File: src/rtl/sram_seg_arbiter.sv
// Arbitrates one segmented SRAM between the scan port (single segment) and the engine port (word as 8 segments).
// Latency: with a 1-cycle SRAM, scan ack 3 cycles and engine ack 17 cycles after the request is first seen idle.
// Backpressure: req held until ack; ties alternate round-robin, engine bursts are never preempted.
// Optional: define SRAM_ARB_TIMEOUT_EN to abort a WAIT after TIMEOUT_CYC cycles and set sticky arb_err.
module sram_seg_arbiter #(
    parameter int SEG_W       = 16,
    parameter int SEGS        = 8,
    parameter int ADDR_W      = 4,
    parameter int TIMEOUT_CYC = 64,
    localparam int SEL_W      = $clog2(SEGS),
    localparam int WORD_W     = SEG_W * SEGS
) (
    input  logic              clk,
    input  logic              rst_n,
    input  logic              scan_req,
    input  logic              scan_we,
    input  logic [ADDR_W-1:0] scan_addr,
    input  logic [SEL_W-1:0]  scan_seg,
    input  logic [SEG_W-1:0]  scan_wdata,
    output logic [SEG_W-1:0]  scan_rdata,
    output logic              scan_ack,
    input  logic              eng_req,
    input  logic              eng_we,
    input  logic [ADDR_W-1:0] eng_addr,
    input  logic [WORD_W-1:0] eng_wdata,
    output logic [WORD_W-1:0] eng_rdata,
    output logic              eng_ack,
    output logic              sram_ren,
    output logic              sram_wen,
    output logic [ADDR_W-1:0] sram_addr,
    output logic [SEL_W-1:0]  sram_seg_sel,
    output logic [SEG_W-1:0]  sram_wdata,
    input  logic [SEG_W-1:0]  sram_rdata,
    input  logic              sram_ready,
    output logic              busy,
    output logic              grant_eng,
    output logic              arb_err
);

    typedef enum logic [2:0] {
        IDLE, SCAN_ISSUE, SCAN_WAIT, ENG_ISSUE, ENG_WAIT, DONE
    } state_t;

    state_t              state_q, state_d;
    logic [SEL_W-1:0]    seg_cnt_q, seg_cnt_d;
    logic                last_eng_q, last_eng_d;   // 1 = engine received the most recent grant
    logic                owner_eng_q, owner_eng_d; // owner of the access in flight
    logic                req_we_q, req_we_d;
    logic [WORD_W-1:0]   eng_wdata_q, eng_wdata_d;
    logic                sram_ren_q, sram_ren_d;
    logic                sram_wen_q, sram_wen_d;
    logic [ADDR_W-1:0]   sram_addr_q, sram_addr_d;
    logic [SEL_W-1:0]    sram_seg_sel_q, sram_seg_sel_d;
    logic [SEG_W-1:0]    sram_wdata_q, sram_wdata_d;
    logic [SEG_W-1:0]    scan_rdata_q, scan_rdata_d;
    logic [WORD_W-1:0]   eng_rdata_q, eng_rdata_d;
    logic                scan_ack_q, scan_ack_d;
    logic                eng_ack_q, eng_ack_d;
    logic                busy_q, busy_d;
    logic                grant_eng_q, grant_eng_d;
    logic                pick_scan;
    logic [SEL_W-1:0]    next_seg;

`ifdef SRAM_ARB_TIMEOUT_EN
    localparam int WAIT_W = $clog2(TIMEOUT_CYC) + 1;
    logic [WAIT_W-1:0]   wait_cnt_q, wait_cnt_d;
    logic                arb_err_q, arb_err_d;
`endif

    // Next-state, strobe and capture logic; every output is registered from here
    always_comb begin
        state_d        = state_q;
        seg_cnt_d      = seg_cnt_q;
        last_eng_d     = last_eng_q;
        owner_eng_d    = owner_eng_q;
        req_we_d       = req_we_q;
        eng_wdata_d    = eng_wdata_q;
        sram_ren_d     = 1'b0;
        sram_wen_d     = 1'b0;
        sram_addr_d    = sram_addr_q;
        sram_seg_sel_d = sram_seg_sel_q;
        sram_wdata_d   = sram_wdata_q;
        scan_rdata_d   = scan_rdata_q;
        eng_rdata_d    = eng_rdata_q;
        scan_ack_d     = 1'b0;
        eng_ack_d      = 1'b0;
        // Scan wins unless the engine also asks and scan had the last grant
        pick_scan      = scan_req && (!eng_req || last_eng_q);
        next_seg       = seg_cnt_q + 1'b1;
`ifdef SRAM_ARB_TIMEOUT_EN
        wait_cnt_d     = wait_cnt_q;
        arb_err_d      = arb_err_q;
`endif
        case (state_q)
            IDLE: begin
                if (pick_scan) begin
                    state_d        = SCAN_ISSUE;
                    owner_eng_d    = 1'b0;
                    last_eng_d     = 1'b0;
                    req_we_d       = scan_we;
                    sram_ren_d     = !scan_we;
                    sram_wen_d     = scan_we;
                    sram_addr_d    = scan_addr;
                    sram_seg_sel_d = scan_seg;
                    sram_wdata_d   = scan_wdata;
                end else if (eng_req) begin
                    state_d        = ENG_ISSUE;
                    seg_cnt_d      = '0;
                    owner_eng_d    = 1'b1;
                    last_eng_d     = 1'b1;
                    req_we_d       = eng_we;
                    eng_wdata_d    = eng_wdata;
                    sram_ren_d     = !eng_we;
                    sram_wen_d     = eng_we;
                    sram_addr_d    = eng_addr;
                    sram_seg_sel_d = '0;
                    sram_wdata_d   = eng_wdata[SEG_W-1:0];
                end
            end
            SCAN_ISSUE: state_d = SCAN_WAIT;
            SCAN_WAIT: begin
                if (sram_ready) begin
                    if (!req_we_q) scan_rdata_d = sram_rdata;
                    scan_ack_d = 1'b1;
                    state_d    = DONE;
                end
            end
            ENG_ISSUE: state_d = ENG_WAIT;
            ENG_WAIT: begin
                if (sram_ready) begin
                    if (!req_we_q) eng_rdata_d[int'(seg_cnt_q)*SEG_W +: SEG_W] = sram_rdata;
                    if (seg_cnt_q == SEL_W'(SEGS-1)) begin
                        eng_ack_d = 1'b1;
                        state_d   = DONE;
                    end else begin
                        // Re-issue the next segment straight from the word latched at grant
                        seg_cnt_d      = next_seg;
                        state_d        = ENG_ISSUE;
                        sram_ren_d     = !req_we_q;
                        sram_wen_d     = req_we_q;
                        sram_seg_sel_d = next_seg;
                        sram_wdata_d   = eng_wdata_q[int'(next_seg)*SEG_W +: SEG_W];
                    end
                end
            end
            DONE: begin
                state_d   = IDLE;
                seg_cnt_d = '0;
            end
            default: state_d = IDLE;
        endcase
`ifdef SRAM_ARB_TIMEOUT_EN
        // Wait counter: cleared by each issue, aborts the access when the SRAM never answers
        if (state_q == SCAN_ISSUE || state_q == ENG_ISSUE) begin
            wait_cnt_d = '0;
        end else if ((state_q == SCAN_WAIT || state_q == ENG_WAIT) && !sram_ready) begin
            if (wait_cnt_q == WAIT_W'(TIMEOUT_CYC-1)) begin
                state_d    = DONE;
                arb_err_d  = 1'b1;
                scan_ack_d = !owner_eng_q;
                eng_ack_d  = owner_eng_q;
            end else begin
                wait_cnt_d = wait_cnt_q + 1'b1;
            end
        end
`endif
        busy_d      = (state_d != IDLE);
        grant_eng_d = (state_d == ENG_ISSUE) || (state_d == ENG_WAIT) ||
                      ((state_d == DONE) && owner_eng_d);
    end

    // State and output registers with synchronous active-low reset
    always_ff @(posedge clk) begin
        if (!rst_n) begin
            state_q        <= IDLE;
            seg_cnt_q      <= '0;
            last_eng_q     <= 1'b1;
            owner_eng_q    <= 1'b0;
            req_we_q       <= 1'b0;
            eng_wdata_q    <= '0;
            sram_ren_q     <= 1'b0;
            sram_wen_q     <= 1'b0;
            sram_addr_q    <= '0;
            sram_seg_sel_q <= '0;
            sram_wdata_q   <= '0;
            scan_rdata_q   <= '0;
            eng_rdata_q    <= '0;
            scan_ack_q     <= 1'b0;
            eng_ack_q      <= 1'b0;
            busy_q         <= 1'b0;
            grant_eng_q    <= 1'b0;
`ifdef SRAM_ARB_TIMEOUT_EN
            wait_cnt_q     <= '0;
            arb_err_q      <= 1'b0;
`endif
        end else begin
            state_q        <= state_d;
            seg_cnt_q      <= seg_cnt_d;
            last_eng_q     <= last_eng_d;
            owner_eng_q    <= owner_eng_d;
            req_we_q       <= req_we_d;
            eng_wdata_q    <= eng_wdata_d;
            sram_ren_q     <= sram_ren_d;
            sram_wen_q     <= sram_wen_d;
            sram_addr_q    <= sram_addr_d;
            sram_seg_sel_q <= sram_seg_sel_d;
            sram_wdata_q   <= sram_wdata_d;
            scan_rdata_q   <= scan_rdata_d;
            eng_rdata_q    <= eng_rdata_d;
            scan_ack_q     <= scan_ack_d;
            eng_ack_q      <= eng_ack_d;
            busy_q         <= busy_d;
            grant_eng_q    <= grant_eng_d;
`ifdef SRAM_ARB_TIMEOUT_EN
            wait_cnt_q     <= wait_cnt_d;
            arb_err_q      <= arb_err_d;
`endif
        end
    end

    assign sram_ren     = sram_ren_q;
    assign sram_wen     = sram_wen_q;
    assign sram_addr    = sram_addr_q;
    assign sram_seg_sel = sram_seg_sel_q;
    assign sram_wdata   = sram_wdata_q;
    assign scan_rdata   = scan_rdata_q;
    assign eng_rdata    = eng_rdata_q;
    assign scan_ack     = scan_ack_q;
    assign eng_ack      = eng_ack_q;
    assign busy         = busy_q;
    assign grant_eng    = grant_eng_q;
`ifdef SRAM_ARB_TIMEOUT_EN
    assign arb_err      = arb_err_q;
`else
    assign arb_err      = 1'b0;
`endif

endmodule

File: config.mk
export PLATFORM = sky130hd
export DESIGN_NAME = sram_seg_arbiter
export DESIGN_NICKNAME = d
export VERILOG_FILES = /design/src/rtl/sram_seg_arbiter.sv
export SDC_FILE = /design/constraint.sdc
export NUM_CORES = 1
export LEC_CHECK = 0
export BUFFER_PORTS_ARGS = -buffer_cell sky130_fd_sc_hd__buf_2
export CAP_MARGIN = 20
export CORE_MARGIN = 3
export CORE_UTILIZATION = 40
export DETAILED_ROUTE_END_ITERATION = 7
export HOLD_SLACK_MARGIN = 0.02
export PLACE_DENSITY_LB_ADDON = 0.15
export SLEW_MARGIN = 5
export SYNTH_ARGS = -nofsm -noshare
export SYNTH_HDL_FRONTEND = slang
export SYNTH_SLANG_ARGS = --single-unit
File: constraint.sdc
create_clock -name clk -period 5 [get_ports clk]
set_input_delay 1 -clock clk [delete_from_list [all_inputs] [get_ports clk]]
set_output_delay 1 -clock clk [all_outputs]
set_load 0.01 [all_outputs]
==> metrics, run 1 <==
Post-synth EDFFs 0; cts bufs inserted 34; fmax 302 MHz; Post-Synth Simple-Gate Area 0.211; net switching power 0.00166 W; Comb power frac 0.144; drt pass-1 iters 5; CP startpoint kind register; initial antenna violation count 1; warnings from Yosys 0; async set-reset flop share out of synthesis 0; Crit path max-delay family simple AND/OR/NAND/NOR gates; P_leak 6.64 nW; CTS clk-pin slew, worst paths 60 ps; max incr delay on CP 1000 ps; routed len/inst 19.1 um; top_reg_cell synth dfxtp_1; Compound-Gate Fraction of Synth Area 0.129; Synth Instances 1487; final hold viol count 0; Power, Total 0.00617 W; Reg area 6210 um2; Synth Register Bits 310; sequence of cells on the critical path nor3b_4 > o2111a_2 > and3_1 > mux2i_1; filler cell count 3057; post-cts sizing count 0; Least-Margin Pin Slew 1120 ps; status completed; Avg Vias per Cell 5.37; chip width 185 um; htree depth 2; Core Region 31100 um2; DRC violations left 0; maximum clock path buffer count 3; Fin Hold WS 449 ps; sequential fraction of the synthesis area 0.484; Final setup viols 0; Switching Fraction 0.269; Sequential Power Share 0.448; largest family of logic cells by synthesized area simple AND/OR/NAND/NOR gates; CP Data Required Time 5410 ps; total grt overflow 0; worst hold path class reg -> reg; layout cell share with drive strength beyond 1 0.262; Peak VDD IR 0.203 mV; Yosys top cell area share 0.484; Final TNS setup 0 ps; first-pass GRT wire length 62.5 mm; synthesized area 12800 um2; Crit. End Element register; CP bufs+invs 0; final design utilization 0.507; crit path DAT 3720 ps; Antenna Violating Nets Remaining 0; Mapped Nets 1669; Yosys cell types 56; hold buffers post-CTS 0; Post-Syn Area per Cell 8.62 um2; fin nets 1929; gpl congestion 0.832; cell accounting for the most synthesized area dfxtp_1; initial core utilization 0.413; DRT iter0 DRCs 797; number of port buffers 350; unrepaired setup endpoints after global routing no; site row count 64; Multi-input gate area 5980 um2; Setup CP Type reg -> reg; xor/xnor cell area share of the yosys netlist 0.000683; GR Util All Layers 0.231; top post-synthesis cells by area dfxtp_1 48%, nand2_1 12%, a21oi_1 7.4%; CTS tree yes; Layout area overhead 22.8%; clock latency on the worst-skew pair 500 ps; Tmin final 3310 ps; top-count cell post-synth nand2_1; Clock Skews 14.7 ps; ANT cells 0; Slew HR 0.254; CTS root buffer clkbuf_16; largest net degree at the start of global routing 129; Crit-path slowest cell nor3b_4; Tcrit/Tclk final 0.661; post-DP HPWL 29.0 mm; max-cap violation count 0; Die ar. 34200 um2; Post-synth top cells 403 x nand2_1, 310 x dfxtp_1, 189 x a21oi_1; vias in the first global route 11107; Power per Cell Area 392 nW/um2; Clk pwr share 0.407; io pins 352; Die Y 185 um; fin. max-slew vios 0; post-synthesis mux area share 0.119; via count 11623; Post-CTS Setup Bufs 0; Synth Area in Adders 0.00390; CP Max Fanout 27; clk sinks 310; Int Pwr 0.00451 W; WL final 41.4 mm
[logic make-up after synthesis]
kind of cell | Yosys count
XOR/XNOR | 1
AND/OR/NAND/NOR | 608
buffers and inverters | 148
multiplexers | 113
AO/OA/AOI/OAI | 302
adder cells (fa/ha/maj) | 4
flip-flops | 310
other | 1
[cells in the final DEF (no fill, tap or decap), drive strengths merged, types with 2 or more instances in the layout]
master / count
a2111oi: 2
nand4: 66
nor3: 2
nor2b: 7
clkinv: 3
dfxtp: 310
or3: 4
a21oi: 189
and4: 5
clkbuf: 53
nand2b: 12
nor4: 3
o21ai: 60
mux2i: 81
nor2: 50
and2: 3
buf: 363
inv: 9
a21boi: 15
a311oi: 5
and3: 19
nand3: 26
mux4: 32
nand2: 405
a31oi: 20
o32ai: 2
nor3b: 3
ha: 4
[stage by stage]
step / area, um2 / instances / worst slack [ps]
4_1_cts: 15700 / 2165 / 1690
3_5_place_dp: 14600 / 2107 / 1690
5_1_grt: 15700 / 2165 / 1320
6_report: 15700 / 2165 / 1690
3_3_place_gp: 14600 / 2107 / 1790
2_1_floorplan: 12800 / 1487 / 2440
[power groups by stage]
stage	Combinational (W)	Clock, W	Sequential, W
2_1_floorplan	0.000584	0	0.00279
3_3_place_gp	0.000882	0	0.00282
3_5_place_dp	0.000891	0	0.00282
4_1_cts	0.000892	0.00257	0.00277
5_1_grt	0.000987	0.00267	0.00278
6_report	0.000891	0.00251	0.00277
[sequential cells by signal (all words and copies together) (netlist names)]
signal and cells:
req_we_q 1, eng_wdata_q 128, sram_seg_sel 3, last_eng_q 1, sram_addr 4, busy 1
grant_eng 1, seg_cnt_q 3, eng_ack 1, eng_rdata 128, sram_wdata 16, scan_ack 1
owner_eng_q 1, sram_ren 1, sram_wen 1, scan_rdata 16, state_q 3
[metal layers]
layer,track usage,part of all wire,vias up
met5,0,0.00017,-
met4,0.0738,0.029,2
met3,0.0414,0.064,67
met2,0.385,0.47,398
met1,0.306,0.44,5517
li1,-,-,5639
[layout make-up]
| cell class | count | area share |
|---|---|---|
| sequential | 310 | 0.395 |
| multi-input combinational | 1029 | 0.380 |
| clock buffer | 53 | 0.0691 |
| tap | 396 | 0.0315 |
| inverter | 9 | 0.00246 |
| clock inverter | 5 | 0.00334 |
| timing repair buffer | 363 | 0.119 |
[final timing paths]
| kind | depth (start not counted) | slack, ps | end | start |
|---|---|---|---|---|
| hold reg to reg | 2 | 450 | eng_rdata[114] | eng_rdata[114] |
| setup / recovery | 4 | 1690 | eng_rdata[33] | state_q[2] |
| hold / removal | 2 | 450 | eng_rdata[114] | eng_rdata[114] |
| setup reg to reg | 4 | 1690 | eng_rdata[33] | state_q[2] |
[tightest hold or removal path: cells and delay by family (launching register included)]
family	cells	cell delay (ps)
flip-flops	1	300
AO/OA/AOI/OAI	1	50
AND/OR/NAND/NOR	1	50
Power figures use the tool's default switching activity.
==> run 2, diff against run 1 <==
==> constraint.sdc (replaced) <==
create_clock -name clk -period 2.8 [get_ports clk]
set_input_delay 0.56 -clock clk [delete_from_list [all_inputs] [get_ports clk]]
set_output_delay 0.56 -clock clk [all_outputs]
set_load 0.01 [all_outputs]
==> metrics, run 2 (same netlist as run 1, synthesis figures left out) <==
status completed (unchanged); Slew HR 0.512 (was 0.254); clock latency on the worst-skew pair 510 ps (was 500 ps); largest net degree at the start of global routing 72 (was 129); Clock Skews 18.9 ps (was 14.7 ps); crit path DAT 2820 ps (was 3720 ps); routed len/inst 19.4 um (was 19.1 um); Crit. End Element register (unchanged); CTS tree yes (unchanged); Avg Vias per Cell 5.37 (about the same); total grt overflow 0 (unchanged); worst hold path class in -> reg (was reg -> reg); htree depth 2 (unchanged); ANT cells 0 (unchanged); Least-Margin Pin Slew 731 ps (was 1120 ps); Post-CTS Setup Bufs 0 (unchanged); fin nets 1955 (was 1929); DRT iter0 DRCs 838 (was 797); DRC violations left 0 (unchanged); CP startpoint kind register (unchanged); max-cap violation count 0 (unchanged); CTS clk-pin slew, worst paths 60 ps (about the same); Multi-input gate area 5980 um2 (unchanged); Final Non-Filler Cells 2196 (was 2165); Final TNS setup 0 ps (unchanged); Worst Setup Slack, final 365 ps (was 1690 ps); most frequent cells in the layout 402 x nand2_1, 349 x buf_2, 309 x dfxtp_1 (unchanged); vias in the first global route 11413 (was 11107); fmax 411 MHz (was 302 MHz); GR Util All Layers 0.240 (was 0.231); Peak VDD IR 0.420 mV (was 0.203 mV); initial core utilization 0.413 (unchanged); unrepaired setup endpoints after global routing no (unchanged); placed cells 2131 (was 2107); Reg2Reg Depth 6 (was 4); io pins 352 (unchanged); Final setup viols 0 (unchanged); P_leak 6.79 nW (was 6.64 nW); site row count 64 (unchanged); filler cell count 2999 (was 3057); fin. max-slew vios 0 (unchanged); maximum clock path buffer count 3 (unchanged); Setup CP Type reg -> reg (unchanged); layout cell share with drive strength beyond 1 0.273 (was 0.262); Power per Cell Area 700 nW/um2 (was 392 nW/um2); number of port buffers 350 (unchanged); CP Data Required Time 3190 ps (was 5410 ps); first-pass GRT wire length 65.2 mm (was 62.5 mm); Power, Total 0.0112 W (was 0.00617 W); Reg area 6210 um2 (unchanged); Setup WS pre-CTS 398 ps (was 1690 ps); final hold viol count 0 (unchanged); gpl congestion 0.821 (was 0.832); initial antenna violation count 7 (was 1); chip width 185 um (unchanged); post-cts sizing count 0 (unchanged); Die Y 185 um (unchanged); via count 11788 (was 11623); Fin Hold WS 286 ps (was 449 ps); Tcrit/Tclk final 0.870 (was 0.661); Tmin final 2430 ps (was 3310 ps); Antenna Violating Nets Remaining 0 (unchanged); hold buffers post-CTS 0 (unchanged); clk sinks 310 (unchanged); Hold Path Cell Cnt 3 (was 2); Core Region 31100 um2 (unchanged); WL final 42.7 mm (was 41.4 mm); Layout area overhead 24.7% (was 22.8%); post-DP HPWL 30.1 mm (was 29.0 mm); drt pass-1 iters 5 (unchanged); cts bufs inserted 36 (was 34); Die ar. 34200 um2 (unchanged); CTS root buffer clkbuf_16 (unchanged); CP Max Fanout 33 (was 27); commonest non-fill, non-tap cell in the layout nand2_1 (unchanged)
==> run 2: through the flow <==
step	utilization	cell area, um2
floorplan	-	12800
global placement	0.477	14800
detailed placement	0.477	14800
CTS	0.515	16000
global route	0.515	16000
finish	0.515	16000
==> run 2: per-layer routing <==
layer	global-route usage	wire, um	up-vias
li1	-	-	5700
met1	0.322	18500	5562
met5	0	84	-
met4	0.0825	1560	14
met2	0.381	19500	412
met3	0.0571	3100	100
==> run 2: final timing paths <==
path / slack (ps) / end / startpoint
worst min register to register: 450 / eng_wdata_q[12] / eng_wdata_q[12]
worst max-delay path: 370 / sram_wdata[15] / seg_cnt_q[0]
worst min-delay path: 290 / eng_wdata_q[58] / eng_wdata[58]
worst max register to register: 370 / sram_wdata[15] / seg_cnt_q[0]
==> run 2: worst max-delay path, stage by stage, from the launching register on <==
cell     delay (ps)
dfxtp_4         510
inv_1           160
ha_2            440
buf_12          260
mux4_2          560
a31oi_1         230
a31oi_1         100
==> run 2: cell type report <==
type / count / share of cell area
sequential: 310 / 0.388
multi-input combinational: 1029 / 0.374
timing repair buffer: 387 / 0.132
clock buffer: 53 / 0.0648
tap: 396 / 0.0310
clock inverter: 12 / 0.00751
inverter: 9 / 0.00243
==> run 2: power by group <==
| group | total (W) | switching, W | internal (W) |
|---|---|---|---|
| combinational | 0.00168 | 0.00105 | 0.000631 |
| sequential | 0.00493 | 0.000208 | 0.00472 |
| clock | 0.00459 | 0.00183 | 0.00276 |
==> run 3, diff against run 2 <==
--- a/config.mk
+++ b/config.mk
@@ -11,6 +11,7 @@
 export CORE_UTILIZATION = 40
 export DETAILED_ROUTE_END_ITERATION = 7
 export HOLD_SLACK_MARGIN = 0.02
+export MAX_ROUTING_LAYER = met4
 export PLACE_DENSITY_LB_ADDON = 0.15
 export SLEW_MARGIN = 5
 export SYNTH_ARGS = -nofsm -noshare
==> metrics, run 3 (same netlist as run 1, synthesis figures left out) <==
Antenna Violating Nets Remaining 0 (unchanged); Power per Cell Area 700 nW/um2 (about the same); FF-to-FF Start seg_cnt_q[0] (unchanged); sequence of cells on the critical path inv_1 > ha_2 > buf_12 > mux4_2 > a31oi_1 > a31oi_1 (unchanged); final hold viol count 0 (unchanged); layout cell share with drive strength beyond 1 0.273 (unchanged); Reg2Reg Depth 6 (unchanged); Tcrit/Tclk final 0.867 (was 0.870); commonest non-fill, non-tap cell in the layout nand2_1 (unchanged); post-cts sizing count 0 (unchanged); clk sinks 310 (unchanged); clock latency on the worst-skew pair 510 ps (about the same); DRT iter0 DRCs 805 (was 838); CP Data Required Time 3190 ps (about the same); maximum clock path buffer count 3 (unchanged); htree depth 2 (unchanged); Setup crit end sram_wdata[15] (unchanged); Die Y 185 um (unchanged); Tmin final 2430 ps (about the same); io pins 352 (unchanged); WL final 42.7 mm (about the same); Avg Vias per Cell 5.35 (was 5.37); largest net degree at the start of global routing 72 (unchanged); fin nets 1955 (unchanged); DRC violations left 0 (unchanged); worst hold path class in -> reg (unchanged); Least-Margin Pin Slew 730 ps (was 731 ps); unrepaired setup endpoints after global routing no (unchanged); filler cell count 2994 (was 2999); Crit. End Element register (unchanged); Final TNS setup 0 ps (unchanged); cts bufs inserted 36 (unchanged); Multi-input gate area 5980 um2 (unchanged); Top cell by count, worst path a31oi_1 (unchanged); total grt overflow 0 (unchanged); capturing point of the worst reg2reg path sram_wdata[15] (unchanged); initial antenna violation count 7 (unchanged); crit path DAT 2820 ps (about the same); status completed (unchanged); beginning of the critical path seg_cnt_q[0] (unchanged); Slew HR 0.513 (was 0.512); Setup CP Type reg -> reg (unchanged); first-pass GRT wire length 65.1 mm (was 65.2 mm); initial core utilization 0.413 (unchanged); Peak VDD IR 0.422 mV (was 0.420 mV); via count 11784 (was 11788); hold buffers post-CTS 0 (unchanged); gpl congestion 0.833 (was 0.821); max incr delay on CP 560 ps (about the same); Final setup viols 0 (unchanged); max-cap violation count 0 (unchanged); most frequent cells in the layout 402 x nand2_1, 349 x buf_2, 309 x dfxtp_1 (unchanged); CTS tree yes (unchanged); CTS root buffer clkbuf_16 (unchanged); number of port buffers 350 (unchanged); P_leak 6.79 nW (about the same); Crit-path slowest cell mux4_2 (unchanged); vias in the first global route 11425 (was 11413); Layout area overhead 24.8% (was 24.7%); CP startpoint kind register (unchanged); Reg area 6210 um2 (unchanged); routed len/inst 19.4 um (about the same); Post-CTS Setup Bufs 0 (unchanged); R2R setup slack 370 ps (about the same); Die ar. 34200 um2 (unchanged); GR Util All Layers 0.247 (was 0.240); chip width 185 um (unchanged); Clock Skews 20.6 ps (was 18.9 ps); Power, Total 0.0112 W (about the same); site row count 64 (unchanged); fin. max-slew vios 0 (unchanged); post-DP HPWL 30.1 mm (unchanged); CP Max Fanout 33 (unchanged); CTS clk-pin slew, worst paths 60 ps (about the same); Core Region 31100 um2 (unchanged); drt pass-1 iters 5 (unchanged); fmax 412 MHz (was 411 MHz)
run 3: changes by cell type in the layout (fill, tap and decap cells not counted):
cell and delta:
diode_2 +7
run 3: final cells by class:
class                   count  share of cell area
repair buffers            387               0.132
clock inverters            12             0.00751
flip-flops and latches    310               0.388
clock buffers              53              0.0647
well taps                 396              0.0310
diodes                      7             0.00109
inverters                   9             0.00242
multi-input cells        1029               0.374
run 3: worst max-delay path: cells and delay by family, from the launching register on:
| family | cells | cell delay (ps) |
|---|---|---|
| muxes | 1 | 560 |
| adders and majority gates | 1 | 440 |
| AOI/OAI and AO/OA | 2 | 330 |
| buffers and inverters | 2 | 420 |
| DFF | 1 | 510 |
run 3: worst min-delay path by stage:
stage | startpoint | end | cells after the start
2_1_floorplan | eng_wdata_q[46] | eng_wdata_q[46] | 2
3_3_place_gp | eng_rdata[80] | eng_rdata[80] | 2
3_5_place_dp | eng_rdata[80] | eng_rdata[80] | 2
4_1_cts | eng_wdata[58] | eng_wdata_q[58] | 3
5_1_grt | eng_wdata[58] | eng_wdata_q[58] | 3
6_report | eng_wdata[58] | eng_wdata_q[58] | 3
run 3: metal layers:
metal / track usage / vias up / wire length [um]
met5: - / - / 0
met1: 0.322 / 5566 / 18400
li1: - / 5710 / -
met3: 0.0560 / 85 / 3130
met2: 0.382 / 423 / 19700
met4: 0.0822 / 0 / 1480
run 3: per-stage QoR:
| step | cells | setup slack [ps] | instance area (um2) | util | hold slack (ps) |
|---|---|---|---|---|---|
| floorplan | 1487 | 242 | 12800 | - | 433 |
| global placement | 2131 | 431 | 14800 | 0.477 | 437 |
| detailed placement | 2131 | 398 | 14800 | 0.477 | 443 |
| CTS | 2196 | 386 | 16000 | 0.515 | 267 |
| global route | 2203 | 141 | 16000 | 0.515 | 269 |
| finish | 2203 | 372 | 16000 | 0.515 | 282 |
run 3: where the power goes:
| group | leakage [nW] | internal, W | switching [W] | total (W) |
|---|---|---|---|---|
| Sequential | 2.52 | 0.00472 | 0.000207 | 0.00493 |
| Combinational | 3.70 | 0.000631 | 0.00105 | 0.00168 |
| Clock | 0.570 | 0.00276 | 0.00183 | 0.00459 |
| Total | 6.79 | 0.00811 | 0.00309 | 0.0112 |
